## src/rtl/accum_delta_decoder.sv

```systemverilog
// Inverts a modulo-2^WIDTH running-sum stream back into per-sample increments,
// with valid/ready on both sides and a 2-entry output buffer for backpressure.
module accum_delta_decoder #(
  parameter int unsigned WIDTH     = 4,
  parameter int unsigned CNT_WIDTH = 16
) (
  input  logic                 i_Clock,
  input  logic                 i_Reset_n,
  input  logic                 i_Sync,
  input  logic                 i_Valid,
  output logic                 o_Ready,
  input  logic [WIDTH-1:0]     i_Data,
  output logic                 o_Valid,
  input  logic                 i_Ready,
  output logic [WIDTH-1:0]     o_Incr,
  output logic [CNT_WIDTH-1:0] o_Count
);

  typedef enum logic [1:0] {StEmpty, StOne, StFull} state_e;

  state_e               r_State, w_State;
  logic [WIDTH-1:0]     r_Prev, w_Prev;
  logic [WIDTH-1:0]     r_Head, w_Head;
  logic [WIDTH-1:0]     r_Tail, w_Tail;
  logic [CNT_WIDTH-1:0] r_Count, w_Count;

  logic             accept;
  logic             pop;
  logic [WIDTH-1:0] delta;

  // Outputs depend on registered state only.
  assign o_Ready = (r_State != StFull);
  assign o_Valid = (r_State != StEmpty);
  assign o_Incr  = (r_State == StEmpty) ? '0 : r_Head;
  assign o_Count = r_Count;

  // Sync wins over both handshakes in the same cycle.
  assign accept = i_Valid && o_Ready && !i_Sync;
  assign pop    = o_Valid && i_Ready && !i_Sync;
  assign delta  = i_Data - r_Prev;

  always_comb begin
    w_State = r_State;
    w_Prev  = r_Prev;
    w_Head  = r_Head;
    w_Tail  = r_Tail;
    w_Count = r_Count;

    if (i_Sync) begin
      w_State = StEmpty;
      w_Prev  = '0;
    end else begin
      if (accept) begin
        w_Prev = i_Data;
      end
      if (pop) begin
        w_Count = r_Count + {{(CNT_WIDTH-1){1'b0}}, 1'b1};
      end
      unique case (r_State)
        StEmpty: begin
          if (accept) begin
            w_Head  = delta;
            w_State = StOne;
          end
        end
        StOne: begin
          if (accept && pop) begin
            w_Head = delta;
          end else if (accept) begin
            w_Tail  = delta;
            w_State = StFull;
          end else if (pop) begin
            w_State = StEmpty;
          end
        end
        StFull: begin
          if (pop) begin
            w_Head  = r_Tail;
            w_State = StOne;
          end
        end
        default: w_State = StEmpty;
      endcase
    end
  end

  always_ff @(posedge i_Clock or negedge i_Reset_n) begin
    if (!i_Reset_n) begin
      r_State <= StEmpty;
      r_Prev  <= '0;
      r_Head  <= '0;
      r_Tail  <= '0;
      r_Count <= '0;
    end else begin
      r_State <= w_State;
      r_Prev  <= w_Prev;
      r_Head  <= w_Head;
      r_Tail  <= w_Tail;
      r_Count <= w_Count;
    end
  end

endmodule
```

## config.mk

```make
export PLATFORM = sky130hd
export DESIGN_NAME = accum_delta_decoder
export DESIGN_NICKNAME = d
export VERILOG_FILES = /design/src/rtl/accum_delta_decoder.sv
export SDC_FILE = /design/constraint.sdc
export NUM_CORES = 1
export LEC_CHECK = 0
export BUFFER_PORTS_ARGS = -buffer_cell sky130_fd_sc_hd__buf_4
export CAP_MARGIN = 0
export CORE_MARGIN = 3
export CORE_UTILIZATION = 48
export CTS_CLUSTER_DIAMETER = 200
export DETAILED_ROUTE_END_ITERATION = 8
export GPL_TIMING_DRIVEN = 0
export PLACE_DENSITY = 0.84
export SKIP_CTS_REPAIR_TIMING = 1
export SLEW_MARGIN = 20
export SYNTH_ARGS = -nofsm -noshare
export SYNTH_HDL_FRONTEND = slang
export SYNTH_SLANG_ARGS = --single-unit
```

## constraint.sdc

```tcl
create_clock -name i_Clock -period 1.5 [get_ports i_Clock]
set_input_delay 0.3 -clock i_Clock [delete_from_list [all_inputs] [get_ports i_Clock]]
set_output_delay 0.3 -clock i_Clock [all_outputs]
set_load 0.02 [all_outputs]
```

==> out/results.ini <==
[synthesis]
synthFlopType = dfrtp_1
async_flop_share_pct = 100.0
synth_most_common_cell = dfrtp_1
yosysSeqAreaShare_pct = 49.50
ys_top_cells_by_area = dfrtp_1 50%, xnor2_1 8.1%, nand2_1 4.7%
netlist.area_leader.share_pct = 49.50
avgSynthCellArea_um2 = 10.68
synth_edf_count = 0
ys_ff_latch = 30
syn_inst = 142
synth_common_cells = 30 x dfrtp_1, 19 x nand2_1, 14 x xnor2_1
synthDistinctLibCells = 32
synth_top_cell_by_area = dfrtp_1
synth_fp_nets = 156
syn_area_um2 = 1516
ys_warn_count = 0

[finish]
design_area_um2 = 2031
drive_gt1_share_pct = 38.97
diodes = 0
fin_cells = 237
final_util_pct = 70.60
area_growth_pct = 33.91
final_nets = 208

[global_route]
grt_max_degree = 31
grt.total_usage_pct = 16.83
gr-total-overflow = 0
antenna_found_initial = 0
grt_pass1_vias = 1198
grt_first_pass_wirelength_mm = 5.133

[power]
p_leak_nw = 0.9707
power_mw = 2.224
pwr-share-comb_pct = 29.3
seqPwrFrac_pct = 47.6
power.density_nw_per_um2 = 1095
ir_drop_mv = 0.5721
clock_power_share_pct = 23.1
switchingPower_uw = 732.1
p_int_mw = 1.492
swShare_pct = 32.92

[floorplan]
row_count = 19
chipHeight_um = 62.21
coreArea_um2 = 2877
die_area_um2 = 3869
num_io_pins = 31
die_x_um = 62.21
initial_core_util_pct = 52.72

[detailed_routing]
firstDrtPassIters = 4
drt-total-wl_mm = 3.214
drtAntennaViolNets = 0
drt_iter0_drc = 49
via_per_inst = 5.101
wl_per_cell_um = 13.56
vias = 1209
drcViolationCount = 0

[timing]
rsz0062_at_grt = yes
fin_setup_tns_ps = -91.32
fin_ws_ps = -48.85
clock.fmax_mhz = 645.6
timing.final.crit_share_pct = 103.3
tightest_slew_ps = 368.3
setup_viol_count_final = 7
slew_headroom_pct = 75.44
period_needed_ps = 1549
hold_viol_final = 0
slew_violations = 0
fin_skew_ps = 10.42

[worst_setup_path]
startpoint_type = flop
crit_type = flop to output pin
r2r_slack_ps = 0
critPathMaxFanout = 6
r2r_cells = 5
endpoint_kind = output pin
worstPathRequired_ps = 1200
cp.arrival_ps = 1250
reg2reg_from = r_State[1]$_DFFE_PN0P_
timing.rr.end = r_Head[3]$_DFFE_PN0P_

[clocking]
cts-root-buf = clkbuf_4
clockBufferDepth = 2
clock-sinks = 30
cts_buffers = 5
clock_latency_ps = 340
cts.clk_slew.worst_paths_ps = 100
cts-htree-levels = 2
cts_tree = yes

[place]
dpl.cell_count = 212
placed_area_um2 = 1779
gp_congestion = 0.8158
hpwl_mm = 2.218
place.port_buffers = 28

[hold_path]
holdPathStages = 2
min_from = i_Ready
whs_endpoint = r_State[1]$_DFFE_PN0P_
min_path_type = input pin to flop

[outcome]
status = finished, violations left
violations = setup timing

[flow_run]
maxCapViolCount = 0

## flip-flops by register name, indices dropped and copies added (netlist names)
register	count
r_Prev	4
o_Count	16
r_Tail	4
r_State	2
r_Head	4
## final cells by class
type,count,area [um2]
inverters,6,27.53
well taps,42,52.55
clock inverters,2,12.51
flip-flops and latches,30,753.2
repair buffers,44,340.3
plain buffers,3,21.27
clock buffers,6,51.30
fillers,204,845.8
multi-input cells,104,772.0
## power by group through the flow
stage,registers (mW),clock network (mW),logic [mW]
final,1.06,0.514,0.653
after global routing,1.08,0.574,0.717
after detailed placement,1.08,0,0.542
after global placement,1.06,0,0.519
after CTS,1.06,0.534,0.544
after floorplan,1.12,0,0.263
## kinds of logic (layout without fill, tap and decap cells)
family          after synthesis  after routing  synth area share, %
simple gates                 57             58                21.21
flops                        30             30                49.50
xor+xnor                     18             18                10.40
compound gates               16             16                6.931
buf+inv                       9             61                2.475
mux                           7              7                4.868
fa+ha+maj                     5              5                4.621
## how the worst max path moves through the flow
| stage | from | end | cells past startpoint |
|---|---|---|---|
| final | r_State[1]$_DFFE_PN0P_ | o_Ready | 4 |
| after global routing | r_State[1]$_DFFE_PN0P_ | o_Ready | 4 |
| after CTS | r_State[1]$_DFFE_PN0P_ | o_Ready | 4 |
| after detailed placement | i_Data[0] | r_Tail[2]$_DFFE_PN0P_ | 7 |
| after global placement | i_Data[0] | r_Tail[2]$_DFFE_PN0P_ | 7 |
| after floorplan | i_Data[0] | r_Tail[2]$_DFFE_PN0P_ | 6 |
## layer usage
| layer | wire length (um) | GRT usage, % | up-vias |
|---|---|---|---|
| li1 | - | - | 589 |
| met1 | 1263 | 17.49 | 580 |
| met2 | 1702 | 31.05 | 33 |
| met3 | 175 | 5.586 | 7 |
| met4 | 72 | 6.630 | 0 |
| met5 | 0 | 0 | - |
## through the flow
| stage | setup slack, ps | hold slack [ps] |
|---|---|---|
| 4_1_cts | -261.7 | -125.9 |
| 3_3_place_gp | -63.12 | 245.2 |
| 6_report | -48.85 | 180.6 |
| 2_1_floorplan | 92.48 | 4.409 |
| 5_1_grt | -119.5 | 155.0 |
| 3_5_place_dp | -126.6 | 248.5 |
## cells in the final DEF, fill, tap and decap left out, drive strengths merged, types with 3 or more instances in the layout
| cell type | Yosys | routed |
|---|---|---|
| clkbuf | 0 | 6 |
| inv | 6 | 6 |
| a21oi | 8 | 8 |
| mux2 | 3 | 3 |
| nand4 | 4 | 4 |
| xor2 | 4 | 4 |
| xnor2 | 14 | 14 |
| nor2 | 6 | 7 |
| ha | 4 | 4 |
| dfrtp | 30 | 30 |
| buf | 3 | 46 |
| nor3 | 4 | 4 |
| nand2 | 19 | 19 |
| nand3 | 10 | 10 |
| mux2i | 4 | 4 |
| nor2b | 6 | 6 |
| o21ai | 5 | 5 |
## critical path, stage by stage, from the launching register on
cell     delay (ps)
dfrtp_2         450
nor2b_4         180
buf_6           130
inv_6            40
buf_6           120
Power figures use the tool's default switching activity.
